`config.mk`:
```
export PLATFORM = sky130hd
export DESIGN_NAME = hazard_stall_ctrl
export DESIGN_NICKNAME = d
export VERILOG_FILES = /design/src/rtl/hazard_stall_ctrl_pkg.sv /design/src/rtl/hazard_cmp.sv /design/src/rtl/hazard_stall_ctrl.sv
export SDC_FILE = /design/constraint.sdc
export NUM_CORES = 1
export LEC_CHECK = 0
export BUFFER_PORTS_ARGS = -buffer_cell sky130_fd_sc_hd__buf_2
export CORE_AREA = 2 2 59 61
export DETAILED_ROUTE_END_ITERATION = 8
export DIE_AREA = 0 0 61 63
export PLACE_DENSITY = 0.71
export RECOVER_POWER = 25
export SLEW_MARGIN = 15
export SYNTH_ARGS = -nofsm -noshare
export SYNTH_HDL_FRONTEND = slang
export SYNTH_SLANG_ARGS = --single-unit
```
`constraint.sdc`:
```
create_clock -name clk -period 1.9 [get_ports clk]
set_input_delay 0.38 -clock clk [delete_from_list [all_inputs] [get_ports clk]]
set_output_delay 0.38 -clock clk [all_outputs]
set_load 0.02 [all_outputs]
```
`src/rtl/hazard_stall_ctrl_pkg.sv`:
```
// Shared types and constants for the load-use hazard stall controller.
package hazard_stall_ctrl_pkg;

   typedef enum logic {
      IDLE    = 1'b0,
      LDSTALL = 1'b1
   } state_e;

   // Pipeline-control bundle: {pcen, ifiden, idexen, ctrlsig, ifidflush}
   typedef struct packed {
      logic pcen;
      logic ifiden;
      logic idexen;
      logic ctrlsig;
      logic ifidflush;
   } ctrl_t;

   // ctrlsig value that loads NOP controls into ID/EX
   localparam logic NOP_CTRL = 1'b1;

   localparam ctrl_t CTRL_RUN    = '{pcen: 1'b1, ifiden: 1'b1, idexen: 1'b1, ctrlsig: 1'b0,     ifidflush: 1'b0};
   localparam ctrl_t CTRL_FREEZE = '{pcen: 1'b0, ifiden: 1'b0, idexen: 1'b0, ctrlsig: 1'b0,     ifidflush: 1'b0};
   localparam ctrl_t CTRL_BUBBLE = '{pcen: 1'b0, ifiden: 1'b0, idexen: 1'b1, ctrlsig: NOP_CTRL, ifidflush: 1'b0};
   localparam ctrl_t CTRL_FLUSH  = '{pcen: 1'b1, ifiden: 1'b1, idexen: 1'b1, ctrlsig: NOP_CTRL, ifidflush: 1'b1};

endpackage

```
`src/rtl/hazard_cmp.sv`:
```
// Load-use hazard comparator: EX-stage load destination against the ID-stage sources.
module hazard_cmp #(
   parameter int AW          = 5,
   parameter int ZERO_EXEMPT = 1
) (
   input  logic [AW-1:0] idexrt,
   input  logic          idexmemrd,
   input  logic [AW-1:0] ifidrs,
   input  logic [AW-1:0] ifidrt,
   input  logic          ifidusers,
   input  logic          ifidusert,
   output logic          hz
);

   logic w_rs_hit;
   logic w_rt_hit;
   logic w_exempt;

   assign w_rs_hit = ifidusers && (ifidrs == idexrt);
   assign w_rt_hit = ifidusert && (ifidrt == idexrt);
   // r0 is hardwired, so a load "into" it never produces a real dependency
   assign w_exempt = (ZERO_EXEMPT != 0) && (idexrt == '0);
   assign hz       = idexmemrd && (w_rs_hit || w_rt_hit) && !w_exempt;

endmodule

```
`src/rtl/hazard_stall_ctrl.sv`:
```
// Load-use stall controller: inserts LOAD_LAT bubbles per hazard, honours freeze and flush.
module hazard_stall_ctrl
   import hazard_stall_ctrl_pkg::*;
#(
   parameter int AW          = 5,
   parameter int LOAD_LAT    = 1,   // legal 1..3
   parameter int ZERO_EXEMPT = 1,
   parameter int CNT_W       = 16
) (
   input  logic             clk,
   input  logic             rst_n,
   input  logic [AW-1:0]    idexrt,
   input  logic             idexmemrd,
   input  logic [AW-1:0]    ifidrs,
   input  logic [AW-1:0]    ifidrt,
   input  logic             ifidusers,
   input  logic             ifidusert,
   input  logic             membusy,
   input  logic             flush,
   output logic             pcen,
   output logic             ifiden,
   output logic             idexen,
   output logic             ctrlsig,
   output logic             ifidflush,
   output logic [1:0]       stallcnt,
   output logic [CNT_W-1:0] bubbles
);

   localparam logic [1:0] LAT_M1 = 2'(LOAD_LAT - 1);

   state_e           r_state;
   state_e           w_state_nxt;
   logic [1:0]       r_stallcnt;
   logic [1:0]       w_stallcnt_nxt;
   logic [CNT_W-1:0] r_bubbles;
   logic             w_hz;
   logic             w_bubble;
   ctrl_t            w_ctrl;

   hazard_cmp #(
      .AW          (AW),
      .ZERO_EXEMPT (ZERO_EXEMPT)
   ) u_cmp (
      .idexrt    (idexrt),
      .idexmemrd (idexmemrd),
      .ifidrs    (ifidrs),
      .ifidrt    (ifidrt),
      .ifidusers (ifidusers),
      .ifidusert (ifidusert),
      .hz        (w_hz)
   );

   always_comb begin
      w_ctrl         = CTRL_RUN;
      w_state_nxt    = r_state;
      w_stallcnt_nxt = r_stallcnt;
      w_bubble       = 1'b0;
      if (!rst_n) begin
         // outputs must read as free-running while reset is held, whatever the inputs
         w_ctrl         = CTRL_RUN;
         w_state_nxt    = IDLE;
         w_stallcnt_nxt = 2'd0;
      end else if (membusy) begin
         w_ctrl = CTRL_FREEZE;
      end else if (flush) begin
         w_ctrl         = CTRL_FLUSH;
         w_state_nxt    = IDLE;
         w_stallcnt_nxt = 2'd0;
         w_bubble       = 1'b1;
      end else if (r_state == LDSTALL) begin
         w_ctrl   = CTRL_BUBBLE;
         w_bubble = 1'b1;
         if (r_stallcnt <= 2'd1) begin
            w_state_nxt    = IDLE;
            w_stallcnt_nxt = 2'd0;
         end else begin
            w_stallcnt_nxt = r_stallcnt - 2'd1;
         end
      end else if (w_hz) begin
         w_ctrl   = CTRL_BUBBLE;
         w_bubble = 1'b1;
         if (LOAD_LAT > 1) begin
            w_state_nxt    = LDSTALL;
            w_stallcnt_nxt = LAT_M1;
         end
      end
   end

   always_ff @(posedge clk or negedge rst_n) begin
      if (!rst_n) begin
         r_state    <= IDLE;
         r_stallcnt <= 2'd0;
         r_bubbles  <= '0;
      end else begin
         r_state    <= w_state_nxt;
         r_stallcnt <= w_stallcnt_nxt;
         if (w_bubble && (r_bubbles != '1))
            r_bubbles <= r_bubbles + CNT_W'(1);
      end
   end

   assign pcen      = w_ctrl.pcen;
   assign ifiden    = w_ctrl.ifiden;
   assign idexen    = w_ctrl.idexen;
   assign ctrlsig   = w_ctrl.ctrlsig;
   assign ifidflush = w_ctrl.ifidflush;
   assign stallcnt  = r_stallcnt;
   assign bubbles   = r_bubbles;

endmodule

```
==> impl.org <==
** Placement
- Summing all placed instances gives a cell area of 0.00141 mm².
- Gpl congestion :: 0.770
- In this run the tool buffered the top-level ports with 44 buffer cells.
- The HPWL after detailed placement is 1.96 mm.
- Post-placement setup slack :: -0.355 ns
- After detailed placement, the design holds a cell count of 203.

** Yosys
- Most common cell in the synthesized netlist :: xnor2_1
- Number of storage elements in the synthesis netlist :: 19
- In the synthesized netlist the async set-or-reset flop fraction comes to 100%.
- Post-synth EDFFs :: 0
- Yosys attributes the largest share of cell area to dfrtp_1, xnor2_1, nand2_1, nand4_1, nor2_1.
- The cell area that synthesis handed to floorplanning was 0.00107 mm².
- Cell taking the most area after synthesis :: dfrtp_1
- When the netlist entered floorplanning its net count stood at roughly 130.
- Most used DFF post-synth :: dfrtp_1
- In the synthesized netlist, the number of instances is 106.
- The Yosys step of the flow raised 0 warnings.
- List of most frequent post-synthesis cells :: xnor2_1, dfrtp_1, nand2_1, nand4_1, nor2_1
- The synthesized netlist contains 30 unique library cells.
- The share of the Yosys chip area taken by registers is 44.6%.
- Post-synth top area share :: 44.6%
- Syn_area_per_cell :: 10.1 µm²

** Power and ir drop
- LEAKAGE :: around 0.72 nW
- Net switching is around a third of the power.
- Of the total power, registers draw 47.0%.
- Net switching power of the design :: approximately 0.00038 W
- Clk network pwr share :: 18.6%
- For this design the ratio of total power to cell area is 711 mW/mm².
- Per report_power, the combinational group accounts for 34.4% of the total.
- Internal power comes to ~0.00070 W.
- Max VDD drop :: 0.519 mV

** Global routing
- The via count of the first global-routing pass came to 983.
- Across every metal layer, demand over resource in global routing totals 14.3%.
- Antenna violations before repair :: 0
- Entering global routing, the biggest net connects 25 pins.
- Wire length of the first global-routing pass :: 4.21 mm
- Summed over all layers, the global routing overflow is 0.

** Drt
- The routed design has 2.59 mm of wire.
- Vias post-DR :: 997
- In the routed design, unresolved DRC markers number 0.
- The first detailed-routing pass ran for 4 iterations.
- Dividing the detail-routed via count by the number of cells gives 4.77.
- The detail route stage leaves a number of antenna-violating nets equal to 0.
- In this run, the number of DRC markers left after iteration 0 of detailed routing was 38.
- Dividing the detail-routed wire length by the instance count gives 12.4 µm.

** Clock tree
- CTS built an H-tree with a depth of 1.
- Cell at the root of the clock tree :: clkbuf_4
- The number of hold buffers added after CTS was 0.
- Counting along the longest clock path gives a buffer depth of 2.
- Clock slew at reported path FFs :: 0.11 ns
- Number of clock sinks :: 19
- Clock tree synthesis inserted a total of 3 buffers.
- Source-to-sink clock delay at the later pin of the worst-skew pair :: 0.29 ns
- TritonCTS built the clock tree.

** Timing
- Post-layout minimum cycle time :: roughly 2.1 ns
- The number of endpoints with negative hold slack in the final report came to 0.
- Max Freq :: 468 MHz
- Maximum clock skew at final layout :: ~0.0032 ns
- Max-Slew Margin vs Limit :: 69.0%
- Across all setup checks in the final design, the least slack found is -0.237 ns.
- At the pin with the least slew margin, the transition time is 0.463 ns.
- On the final layout, the worst hold slack is 0.0812 ns.
- Setup repair after global routing could not meet its margin everywhere.
- After layout, the worst path uses 112% of the clock period.
- Setup violations remaining at the end of the flow were counted as 11.
- Max-slew violation count :: 0

** Outcome
- Failing checks :: negative setup slack
- The run finished, with violations left.

** Finish
- Number of antenna repair diodes :: 0
- After routing the design area is roughly 0.0015 mm².
- Final-stage net count :: ~190
- Once layout is complete, the cells apart from fillers number 209.
- Fill cells in the final layout number roughly 290.
- Fraction of layout cells with a size suffix above 1 :: 43.6%
- The area growth from synthesis to layout is 42.6%.

** Min path
- Min-delay worst type :: in -> async

** Floorplanning
- Placement row count :: 21
- Y dimension of the die :: 63 µm
- between 40 and 50 I/O pins were placed.
- The die covers 0.00384 mm².
- Core Region :: approximately 0.0032 mm²
- X dimension of the die :: 61 µm
- For this configuration, the core starts out at a cell density of 33.0%.

** Setup path
- Slowest cell on the critical path :: or4_4
- Slowest cell delay on critical path :: 0.51 ns
- Critical path class :: in -> out
- The worst setup path is launched from an input port.
- Along the worst path, the maximum fanout reaches 2.
- Data arrival time of the critical path :: 1.76 ns
- Crit-path cells :: buf_8 -> or4_4 -> o21a_1 -> a211oi_2 -> or2_4 -> inv_2 -> buf_6
- STA classifies the critical path endpoint as an output pin.
- Worst path required time :: 1.52 ns

** Flow run
- Across the run, the number of max-cap violations was 0.
-- repair_timing --
item / 4_1_cts / 5_1_grt
setup buffers: 2 / 1
resized for setup: 13 / 7
setup endpoints to repair: 5 / 17
endpoints found under the hold margin: 0 / 0
pin swaps: 4 / 4
gates cloned: 0 / 0
-- flip-flops by register name, summed over array words and instances, names as in the netlist --
signal    count
bubbles      16
stallcnt      2
r_state       1
-- logic make-up after synthesis --
| group | synth area share (%) |
|---|---|
| xor+xnor | 19.7 |
| compound gates | 7.86 |
| simple gates | 23.5 |
| flops | 44.6 |
| mux | 1.41 |
| buf+inv | 1.76 |
| fa+ha+maj | 1.17 |
-- critical path, delay by kind of cell --
family / cells / cell delay [ns]
AND/OR/NAND/NOR: 2 / 0.68
buffers and inverters: 3 / 0.24
AO/OA/AOI/OAI: 2 / 0.45
-- stage by stage --
step	total power [W]	utilization (%)	setup TNS, ns
3_3_place_gp	0.000856	43.5	-4.09
5_1_grt	0.00115	47.0	-2.40
3_5_place_dp	0.000872	43.5	-4.71
4_1_cts	0.00109	46.0	-1.70
6_report	0.00108	47.0	-1.16
2_1_floorplan	0.000707	-	-0.476
-- final cells by class --
type                            count  area [µm²]  area share (%)
Sequential cell                    19         475            31.3
Timing Repair Buffer               54         333            21.9
Clock inverter                      1        5.00           0.329
Inverter                            3        11.3           0.741
Tap cell                           46        57.6            3.79
Clock buffer                        3        22.5            1.48
Multi-Input combinational cell     83         616            40.5
-- layer usage --
layer	share of wire (%)	track usage (%)
met4	0.93	6.52
met5	0	0
met2	50	23.3
met1	43	18.3
met3	6.3	2.07
-- power by group through the flow --
stage / logic, W / clock network (W) / registers (W)
2_1_floorplan: 0.000125 / 0 / 0.000582
3_3_place_gp: 0.000347 / 0 / 0.000509
3_5_place_dp: 0.000356 / 0 / 0.000516
4_1_cts: 0.000370 / 0.000214 / 0.000508
5_1_grt: 0.000402 / 0.000230 / 0.000519
6_report: 0.000372 / 0.000202 / 0.000508
-- layout by cell type (no fill, tap or decap), types with 2 or more instances in the layout --
cell type  netlist  routed
xor2_1           3       3
a21oi_1          3       3
buf_6            0       5
nand2_1         13      13
nand4_1          7       7
nand3_1          4       4
inv_1            3       2
buf_2            0      38
nor2_1           7       7
buf_4            1       9
dfrtp_1         19      19
clkbuf_4         0       3
xnor2_1         21      20
-- worst paths after layout --
kind	startpoint	end	slack [ns]	cells after the start
min reg2reg	bubbles[15]	bubbles[15]	0.49	1
min	rst_n	r_state	0.08	2
min in group clk	membusy	stallcnt[0]	0.40	3
max reg2reg	bubbles[0]	bubbles[3]	0.05	7
max in group asynchronous	rst_n	bubbles[10]	1.59	2
max	idexrt[4]	ctrlsig	-0.24	7
No activity file was read; power rests on OpenSTA's default activity.
